<file path="src/rtl/versatile_fifo_pkg.sv">
// ============================================================================
// Module : versatile_fifo_pkg
// Brief  : Shared constants and pointer helpers for the single-clock FIFO.
// Rev    : 1.0 - initial release
// ============================================================================
`default_nettype none

package versatile_fifo_pkg;

  localparam int OBUF_DEPTH = 2;

  typedef logic [1:0] obuf_cnt_t;

  // Pointers carry one extra wrap bit above the RAM address.
  function automatic int ptr_w(input int addr_width);
    return addr_width + 1;
  endfunction

  function automatic logic [31:0] ptr_diff(input logic [31:0] wr_ptr,
                                           input logic [31:0] rd_ptr,
                                           input int          addr_width);
    logic [31:0] mask;
    mask = (32'd1 << (addr_width + 1)) - 32'd1;
    return (wr_ptr - rd_ptr) & mask;
  endfunction

endpackage

`default_nettype wire

</file>
<file path="src/rtl/versatile_fifo_obuf.sv">
// ============================================================================
// Module : versatile_fifo_obuf
// Brief  : Two-entry first-word-fall-through output buffer with push/pop.
// Rev    : 1.0 - initial release
// ============================================================================
`default_nettype none

module versatile_fifo_obuf
  import versatile_fifo_pkg::*;
#(
  parameter int DATA_WIDTH = 8
) (
  input  logic                  clk,
  input  logic                  rst_n,
  input  logic                  clear,
  input  logic                  push,
  input  logic [DATA_WIDTH-1:0] push_data,
  input  logic                  pop,
  output logic [DATA_WIDTH-1:0] head_data,
  output logic                  head_valid,
  output obuf_cnt_t             count
);

  logic [DATA_WIDTH-1:0] r_entry0;
  logic [DATA_WIDTH-1:0] r_entry1;
  obuf_cnt_t             r_count;
  logic                  w_pop;

  assign w_pop      = pop && (r_count != 2'd0);
  assign head_data  = r_entry0;
  assign head_valid = (r_count != 2'd0);
  assign count      = r_count;

  always_ff @(posedge clk or negedge rst_n) begin
    if (!rst_n) begin
      r_entry0 <= '0;
      r_entry1 <= '0;
      r_count  <= 2'd0;
    end else if (clear) begin
      r_count  <= 2'd0;
    end else begin
      case ({push, w_pop})
        2'b10: begin
          if (r_count == 2'd0) r_entry0 <= push_data;
          else                 r_entry1 <= push_data;
          r_count <= r_count + 2'd1;
        end
        2'b01: begin
          r_entry0 <= r_entry1;
          r_count  <= r_count - 2'd1;
        end
        2'b11: begin
          // Pop and load together: count is unchanged, new word goes to the tail.
          if (r_count == 2'd1) begin
            r_entry0 <= push_data;
          end else begin
            r_entry0 <= r_entry1;
            r_entry1 <= push_data;
          end
        end
        default: ;
      endcase
    end
  end

endmodule

`default_nettype wire

</file>
<file path="src/rtl/versatile_fifo_sc_ctrl.sv">
// ============================================================================
// Module : versatile_fifo_sc_ctrl
// Brief  : Single-clock FIFO controller driving an external simple dual-port
//          RAM, with a 2-entry FWFT output buffer. Optional synchronous flush
//          port enabled by macro VERSATILE_FIFO_FLUSH_EN.
// Rev    : 1.0 - initial release
// ============================================================================
`default_nettype none

module versatile_fifo_sc_ctrl
  import versatile_fifo_pkg::*;
#(
  parameter int DATA_WIDTH = 8,
  parameter int ADDR_WIDTH = 9
) (
  input  logic                  clk,
  input  logic                  rst_n,
  input  logic [DATA_WIDTH-1:0] wr_data,
  input  logic                  wr_valid,
  output logic                  wr_ready,
  output logic [DATA_WIDTH-1:0] rd_data,
  output logic                  rd_valid,
  input  logic                  rd_ready,
  output logic [ADDR_WIDTH:0]   fill_level,
  output logic [DATA_WIDTH-1:0] ram_d_a,
  output logic [ADDR_WIDTH-1:0] ram_adr_a,
  output logic                  ram_we_a,
  output logic [ADDR_WIDTH-1:0] ram_adr_b,
  input  logic [DATA_WIDTH-1:0] ram_q_b
`ifdef VERSATILE_FIFO_FLUSH_EN
  ,
  input  logic                  flush
`endif
);

  localparam int c_ptr_w = ptr_w(ADDR_WIDTH);
  localparam logic [c_ptr_w-1:0] c_depth = {1'b1, {ADDR_WIDTH{1'b0}}};

  logic [c_ptr_w-1:0] r_wr_ptr;
  logic [c_ptr_w-1:0] r_rd_ptr;
  logic               r_inflight;
  logic [c_ptr_w-1:0] w_ram_cnt;
  logic               w_wr_fire;
  logic               w_pop;
  logic               w_issue;
  logic               w_flush;
  obuf_cnt_t          w_buf_cnt;

`ifdef VERSATILE_FIFO_FLUSH_EN
  assign w_flush = flush;
`else
  assign w_flush = 1'b0;
`endif

  assign w_ram_cnt = c_ptr_w'(ptr_diff(32'(r_wr_ptr), 32'(r_rd_ptr), ADDR_WIDTH));

  assign wr_ready  = (w_ram_cnt != c_depth);
  assign w_wr_fire = wr_valid && wr_ready;
  assign ram_we_a  = w_wr_fire && !w_flush;
  assign ram_adr_a = r_wr_ptr[ADDR_WIDTH-1:0];
  assign ram_d_a   = wr_data;
  assign ram_adr_b = r_rd_ptr[ADDR_WIDTH-1:0];

  // Only fetch when the buffer will still have room once the in-flight word lands.
  assign w_pop   = rd_valid && rd_ready;
  assign w_issue = (w_ram_cnt != '0) &&
                   ((32'(w_buf_cnt) + 32'(r_inflight)) < (32'(OBUF_DEPTH) + 32'(w_pop)));

  assign fill_level = w_ram_cnt + c_ptr_w'(r_inflight) + c_ptr_w'(w_buf_cnt);

  always_ff @(posedge clk or negedge rst_n) begin
    if (!rst_n) begin
      r_wr_ptr   <= '0;
      r_rd_ptr   <= '0;
      r_inflight <= 1'b0;
    end else if (w_flush) begin
      r_wr_ptr   <= '0;
      r_rd_ptr   <= '0;
      r_inflight <= 1'b0;
    end else begin
      if (w_wr_fire) r_wr_ptr <= r_wr_ptr + 1'b1;
      if (w_issue)   r_rd_ptr <= r_rd_ptr + 1'b1;
      r_inflight <= w_issue;
    end
  end

  versatile_fifo_obuf #(
    .DATA_WIDTH (DATA_WIDTH)
  ) u_obuf (
    .clk        (clk),
    .rst_n      (rst_n),
    .clear      (w_flush),
    .push       (r_inflight),
    .push_data  (ram_q_b),
    .pop        (w_pop),
    .head_data  (rd_data),
    .head_valid (rd_valid),
    .count      (w_buf_cnt)
  );

endmodule

`default_nettype wire

</file>
<file path="config.mk">
export PLATFORM = sky130hd
export DESIGN_NAME = versatile_fifo_sc_ctrl
export DESIGN_NICKNAME = d
export VERILOG_FILES = /design/src/rtl/versatile_fifo_pkg.sv /design/src/rtl/versatile_fifo_obuf.sv /design/src/rtl/versatile_fifo_sc_ctrl.sv
export SDC_FILE = /design/constraint.sdc
export NUM_CORES = 1
export LEC_CHECK = 0
export CAP_MARGIN = 30
export CORE_ASPECT_RATIO = 1.4
export CORE_MARGIN = 3
export CORE_UTILIZATION = 45
export DETAILED_ROUTE_END_ITERATION = 10
export PLACE_DENSITY = 0.76
export SLEW_MARGIN = 20
export SYNTH_ARGS = -nofsm -noshare
export SYNTH_HDL_FRONTEND = slang
export SYNTH_SLANG_ARGS = --single-unit
</file>
<file path="constraint.sdc">
create_clock -name clk -period 3.4 [get_ports clk]
set_clock_uncertainty 0.15 [all_clocks]
set_input_delay 0.68 -clock clk [delete_from_list [all_inputs] [get_ports clk]]
set_output_delay 0.68 -clock clk [all_outputs]
set_load 0.02 [all_outputs]
</file>
==> results of run 1 <==
[area by class of cell]
type	instances	share of cell area [%]
multi-input combinational	203	43.9
timing repair buffer	118	24.9
sequential	39	24.2
tap	70	2.17
inverter	22	2.05
clock buffer	5	1.71
clock inverter	3	1.09
[synth_stat cells (all sizes together) (5+ instances only)]
master | count | share of area, %
o21ai | 13 | 2.5
inv | 22 | 2.9
xor2 | 5 | 1.5
xnor2 | 26 | 7.9
nor2b | 6 | 1.3
nand4 | 8 | 1.7
o211ai | 8 | 2.1
dfrtp | 39 | 34
buf | 32 | 8.0
and3 | 7 | 1.5
and2 | 5 | 1.1
a22oi | 8 | 2.1
nand3 | 9 | 1.7
mux2 | 10 | 3.9
a21oi | 11 | 2.2
ha | 19 | 8.3
nand2 | 17 | 2.2
nor2 | 8 | 1.0
[per-layer routing]
metal	part of all wire (%)	up-vias	routed length [um]	global-route usage, %
li1	-	1213	-	-
met5	0	-	0	0
met4	2.2	0	155	8.23
met2	54	63	3780	36.4
met3	4.2	16	291	4.39
met1	39	1242	2730	22.1
[flip-flops by register name, indices dropped and copies added (netlist names)]
name / count
r_rd_ptr: 10
r_wr_ptr: 10
u_obuf.r_entry1: 8
r_inflight: 1
u_obuf.count: 2
u_obuf.head_data: 8
[through the flow]
step / std cells / utilization [%] / TNS [ps] / worst slack [ps]
2_1_floorplan: 299 / - / -89.8 / -57.2
3_3_place_gp: 444 / 61.3 / -2390 / -512
3_5_place_dp: 444 / 61.3 / -2670 / -529
4_1_cts: 457 / 65.8 / -962 / -268
5_1_grt: 460 / 66.9 / -2040 / -370
6_report: 460 / 66.9 / -909 / -254
[logic make-up (layout without fill, tap and decap cells)]
group	Yosys count	in the layout	synth area share, %
and+or+nand+nor	79	79	16.0
AOI/OAI and AO/OA	60	60	14.6
buffers and inverters	57	148	11.3
DFF	39	39	34.0
xor gates and xnor gates	31	31	9.46
adders and majority gates	22	22	10.4
muxes	11	11	4.27
[worst paths after layout]
| check | to | slack (ps) | cells past startpoint |
|---|---|---|---|
| worst max-delay path | fill_level[8] | -250 | 10 |
| worst min-delay path | u_obuf.head_data[7] | 70 | 1 |
| worst max register to register | r_rd_ptr[1] | 380 | 14 |
| worst min register to register | u_obuf.head_data[2] | 330 | 2 |
| max in group asynchronous | r_wr_ptr[1] | 2600 | 2 |
| min in group clk | u_obuf.head_data[2] | 330 | 2 |
[worst max-delay path, cell delays in order (launching register included)]
cell     delay, ps
dfrtp_1        380
inv_1           60
ha_2           190
inv_2           40
fa_2           530
inv_1           70
fa_2           340
or4_4          450
nor3_4         180
xnor2_2        140
buf_4          160
[timing repair]
item	CTS	global route
hold buffers	0	0
setup endpoints to repair	11	10
setup buffers	6	1
pin swaps	21	4
resized for setup	77	16
==> flow_summary.yaml, run 1 <==
status:
  status: "finished with violations"
  violations: "negative setup slack"
critical_path:
  critical_path.max_fanout: 2
  arrival_ps: 2820
  cp-startpoint: "r_wr_ptr[0]"
  worstReg2RegStart: "r_wr_ptr[0]"
  endpoint_kind: "output port"
  worstPathRequired_ps: 2570
  crit_type: "register to output port"
  startpoint_type: "register"
finish:
  final_cell_mix: "buf_4 (71), dfrtp_1 (39), clkdlybuf4s50_1 (38)"
  n_antenna_cell: 0
  multi_input_area_mm2: 0.00177
  drive_gt1_share_pct: 35.1
  regArea_um2: 976
  layout_commonest_cell: "buf_4"
  design_area_mm2: 0.00403
  fill_cells: 477
  final_nets: 431
  syn2layout_area_growth_pct: 40.6
sta:
  finalHoldViolCount: 0
  holdWs_ps: 73.1
  setup_violations: 8
  maxSlewHeadroom_pct: 57.1
  min_period_ps: 3650
  tightest_slew_ps: 644
  post-route-period-util_pct: 107
  fmax_ghz: 0.274
  slew_violations: 0
  rsz0062_at_grt: "true"
  setup_slack_ps: -254
routing:
  vias: 2534
  drc: 0
  drtIter0Drc: 79
  vias_per_cell: 5.51
  first_pass_iters: 4
  wl_um: 6950
  antenna_left: 0
  wire_per_inst_um: 15.1
cts:
  h-tree-depth: 2
  cts_sinks: 39
  clkTransAtPathRegs_ps: 80
  root_buffer: "clkbuf_8"
  worst_skew_pair.late_latency_ps: 290
  tritoncts: "built"
  cts_buffer_depth: 2
  numCtsBuffers: 5
grt:
  grt_pass1_wl_um: 11800
  grt_start_max_net_pins: 40
  grt_overflow: 0
  grt_usage_pct: 20.1
  grt_pass1_vias: 2731
  antenna_found_initial: 0
logic_synthesis:
  ys_seq_elements: 39
  syn_nets: 341
  synth_cell_type_count: 51
  synth_area_mm2: 0.00287
  avgSynthCellArea_um2: 9.60
  synthFlopType: "dfrtp_1"
  synth_async_sr_flop_share_pct: 100
  synthCells: 299
  seq_area_frac_synth_pct: 34.0
  synth-edff-count: 0
  ys_warn_count: 0
die:
  rows: 33
  core-area_mm2: 0.00603
  initial_core_util_pct: 47.6
  die_h_um: 100
  die_area_mm2: 0.00738
  die-width_um: 73.5
  ioPinCount: 67
placed_design:
  io_buffer_count: 50
  gp_congestion: 0.900
  placed_area_mm2: 0.00369
  hpwlAfterDp_um: 5310
job:
  drv_cap: 0
hold_path:
  hold_path_class: "primary input to async pin"
Power of run 1 is not shown: default switching activity piles up to over one toggle a cycle in this logic, so the estimate is an artifact.
==> run 2: changes to the inputs <==
Settings changed: CORE_MARGIN 3 to default, CTS_BUF_LIST from default to sky130_fd_sc_hd__clkbuf_8 sky130_fd_sc_hd__clkbuf_16.
==> flow_summary.yaml, run 2 (synthesis gave the netlist of run 1 again) <==
critical_path:
  worstPathRequired_ps: 2570
  worstReg2RegStart: "r_wr_ptr[1]"
  r2r_end: "r_wr_ptr[1]"
  slowest_delay_ps: 440
  worstRegToRegCells: 17
  arrival_ps: 2780
  startpoint_type: "register"
  crit_type: "register to output port"
  endpoint_kind: "output port"
  path_delay_family: "adder cells"
  critPathBufInv: 3
  regToRegSetupSlack_ps: -130
  cpMaxStageDelayCell: "fa_2"
  critical_path.max_fanout: 2
  path_cells: "ha_4 -> inv_2 -> fa_2 -> buf_4 -> ha_4 -> nor2b_4 -> o21ai_2 -> or2_4 -> nor4_4 -> xor2_1 -> buf_4"
sta:
  tightest_slew_ps: 670
  maxSlewHeadroom_pct: 55.3
  setup_violations: 8
  finalHoldViolCount: 0
  post-route-period-util_pct: 106
  setup_slack_ps: -207
  rsz0062_at_grt: "true"
  min_period_ps: 3610
  fmax_ghz: 0.277
  slew_violations: 0
finish:
  drive_gt1_share_pct: 38.3
  multi_input_area_mm2: 0.00180
  syn2layout_area_growth_pct: 45.0
  final_nets: 441
  n_antenna_cell: 0
  fill_cells: 460
  regArea_um2: 976
  layout_commonest_cell: "buf_4"
  final_cell_mix: "buf_4 (75), dfrtp_1 (39), clkdlybuf4s50_1 (38)"
  reg_top3: "r_rd_ptr x10, r_wr_ptr x10"
cts:
  root_buffer: "clkbuf_8"
  h-tree-depth: 2
  cts_buffer_depth: 2
  cts_sinks: 39
  tritoncts: "built"
  clkTransAtPathRegs_ps: 80
  numCtsBuffers: 5
  worst_skew_pair.late_latency_ps: 300
grt:
  grt_start_max_net_pins: 40
  grt_overflow: 0
  grt_pass1_vias: 2615
  antenna_found_initial: 0
  grt_pass1_wl_um: 11700
  grt_usage_pct: 22.1
routing:
  wl_um: 7530
  drtIter0Drc: 82
  vias: 2592
  first_pass_iters: 4
  vias_per_cell: 5.49
  drc: 0
  antenna_left: 0
  wire_per_inst_um: 16.0
die:
  die_h_um: 96.5
  die_area_mm2: 0.00670
  initial_core_util_pct: 46.5
  core-area_mm2: 0.00617
  rows: 34
  ioPinCount: 67
  die-width_um: 69.5
placed_design:
  hpwlAfterDp_um: 5080
  io_buffer_count: 50
  dp_slack_ps: -586
  gp_congestion: 0.920
job:
  drv_cap: 0
status:
  violations: "negative setup slack"
  status: "finished with violations"
hold_path:
  hold_path_class: "primary input to async pin"
## run 2: cell types whose count changed in the layout (fill, tap and decap cells not counted), sizes merged
cell / previous run / this run
clkdlybuf4s15: 0 / 1
buf: 78 / 87
## run 2: how the worst max path moves through the flow
| stage | cells after the start | to | start | slack (ps) |
|---|---|---|---|---|
| after floorplan | 9 | fill_level[8] | r_wr_ptr[0] | -60 |
| after global placement | 10 | fill_level[8] | r_wr_ptr[0] | -520 |
| after detailed placement | 10 | fill_level[8] | r_wr_ptr[0] | -590 |
| after CTS | 10 | fill_level[8] | r_wr_ptr[0] | -270 |
| after global routing | 12 | fill_level[8] | r_wr_ptr[0] | -310 |
| final | 11 | fill_level[9] | r_rd_ptr[0] | -210 |
## run 2: routing by layer
| metal | vias to the layer above | wire length (um) | GRT usage (%) |
|---|---|---|---|
| li1 | 1227 | - | - |
| met1 | 1272 | 2880 | 23.0 |
| met2 | 72 | 4120 | 43.4 |
| met3 | 21 | 287 | 3.94 |
| met4 | 0 | 243 | 9.69 |
| met5 | - | 0 | 0 |
## run 2: worst register-to-register path, cell delays in order (launching register included)
cell and delay [ps]:
dfrtp_1 410, ha_1 320, nor2b_4 140, o2111a_2 290, buf_6 120, or4_4 500, a31oi_1 170, nand4_1 160
nand2_1 110, buf_4 110, buf_4 90, buf_4 90, buf_4 90, buf_4 90, buf_6 90, buf_6 80
buf_6 90, mux2_2 320
## run 2: cell type report
class	instances	area share, %
repair buffers	128	26.5
clock buffers	5	1.65
flip-flops and latches	39	23.5
multi-input cells	203	43.2
well taps	72	2.17
clock inverters	3	1.05
inverters	22	1.99
## run 2: repair_timing
action,4_1_cts,5_1_grt
gates cloned,0,0
buffers inserted,14,4
gates resized for setup,78,25
endpoints found under the setup margin,11,12
hold buffers,0,0
pin swaps,18,8
## run 2: per-stage QoR
step,TNS (ps),hold WS (ps),util (%),cell area [um^2],cells
5_1_grt,-1980,63.6,67.4,4160,472
3_3_place_gp,-2720,310,59.9,3700,446
2_1_floorplan,-89.8,234,-,2900,299
3_5_place_dp,-3130,319,59.9,3700,446
6_report,-1300,67.5,67.4,4160,472
4_1_cts,-1280,337,65.0,4010,467
Power of run 2 is left out for the same reason.
==> run 3: changes to the inputs <==
Settings changed: CTS_CLUSTER_SIZE from default to 16, SLEW_MARGIN 20 to 10.
==> flow_summary.yaml, run 3 (synthesis gave the netlist of run 1 again) <==
critical_path:
  cpMaxStageDelayCell: "fa_2"
  crit_type: "register to output port"
  path_cells: "buf_4 -> fa_2 -> inv_2 -> fa_2 -> or4_4 -> nor3_4 -> xnor2_2 -> buf_4"
  worstPathRequired_ps: 2570
  startpoint_type: "register"
  slowest_delay_ps: 580
  endpoint_kind: "output port"
  regToRegSetupSlack_ps: -140
  arrival_ps: 2780
  critical_path.max_fanout: 2
sta:
  finalHoldViolCount: 0
  post-route-period-util_pct: 106
  slew_violations: 0
  setup_violations: 9
  maxSlewHeadroom_pct: 55.1
  setup_slack_ps: -209
  fmax_ghz: 0.277
  tightest_slew_ps: 674
  min_period_ps: 3610
  rsz0062_at_grt: "true"
finish:
  final_cell_mix: "buf_4 (77), dfrtp_1 (39), clkdlybuf4s50_1 (38)"
  syn2layout_area_growth_pct: 44.7
  fill_cells: 459
  reg_top3: "r_rd_ptr x10, r_wr_ptr x10"
  drive_gt1_share_pct: 38.4
  layout_commonest_cell: "buf_4"
  final_nets: 442
  n_antenna_cell: 0
status:
  status: "finished with violations"
  violations: "negative setup slack"
routing:
  antenna_left: 0
  vias_per_cell: 5.49
  wire_per_inst_um: 15.6
  first_pass_iters: 4
  wl_um: 7380
  drc: 0
  vias: 2595
  drtIter0Drc: 87
cts:
  clkTransAtPathRegs_ps: 80
  cts_buffer_depth: 2
  numCtsBuffers: 5
  worst_skew_pair.late_latency_ps: 290
  root_buffer: "clkbuf_8"
  tritoncts: "built"
  cts_sinks: 39
  cts-hold-fix-buffers: 0
  h-tree-depth: 2
grt:
  antenna_found_initial: 0
  grt_start_max_net_pins: 40
  met3_usage_pct: 3.94
  grt_pass1_vias: 2615
  use_met2_pct: 43.4
  grt_usage_pct: 22.1
  met1_usage_pct: 23.0
  busiest_layer: "met2"
  grt_pass1_wl_um: 11700
  grt_overflow: 0
die:
  ioPinCount: 67
  initial_core_util_pct: 46.5
  rows: 34
  die-width_um: 69.5
  die_h_um: 96.5
  core-area_mm2: 0.00617
  die_area_mm2: 0.00670
placed_design:
  dp_slack_ps: -586
  hpwlAfterDp_um: 5080
  gp_congestion: 0.920
  io_buffer_count: 50
job:
  drv_cap: 0
hold_path:
  hold_path_class: "primary input to async pin"
## run 3: cell types whose count changed in the layout (fill, tap and decap cells not counted), sizes merged
cell           before  now
buf                87   88
clkdlybuf4s15       1    0
dlygate4sd2         1    2
## run 3: final timing paths
kind,from,to,depth (start not counted)
setup / recovery,r_wr_ptr[1],fill_level[8],8
hold / removal,rst_n,u_obuf.head_data[4],1
setup reg to reg,r_rd_ptr[0],r_wr_ptr[1],19
hold reg to reg,u_obuf.head_data[2],u_obuf.head_data[2],2
max in group asynchronous,rst_n,r_rd_ptr[5],2
min in group clk,u_obuf.head_data[2],u_obuf.head_data[2],2
## run 3: routing by layer
layer / vias up / share of wire, %
met1: 1257 / 38
met4: 0 / 2.6
li1: 1231 / -
met5: - / 0
met2: 87 / 55
met3: 20 / 4.7
## run 3: what timing repair did
action,in CTS,in global routing
pin swaps,18,8
gates resized for setup,78,21
setup endpoints to repair,11,12
buffers inserted,14,5
## run 3: critical path: cells and delay by family (launching register included)
family                   cells  cell delay (ps)
adder cells (fa/ha/maj)      2              920
flip-flops                   1              440
buffers and inverters        3              380
XOR/XNOR                     1              130
AND/OR/NAND/NOR              2              620
## run 3: layout make-up
| class | instances | area, um^2 | area share, % |
|---|---|---|---|
| timing repair buffer | 129 | 1100 | 26.4 |
| multi-input combinational | 203 | 1790 | 43.2 |
| tap | 72 | 90.1 | 2.17 |
| inverter | 22 | 82.6 | 1.99 |
| sequential | 39 | 976 | 23.5 |
| clock inverter | 3 | 43.8 | 1.06 |
| clock buffer | 5 | 68.8 | 1.66 |
## run 3: stage by stage
step | TNS, ps | utilization (%) | cells | area [um^2] | hold slack, ps
after floorplan | -89.8 | - | 299 | 2900 | 234
after global placement | -2720 | 59.9 | 446 | 3700 | 310
after detailed placement | -3130 | 59.9 | 446 | 3700 | 319
after CTS | -1280 | 65.0 | 467 | 4010 | 337
after global routing | -2040 | 67.3 | 473 | 4150 | 28.9
final | -1210 | 67.3 | 473 | 4150 | 40.3
Power of run 3 is left out for the same reason.
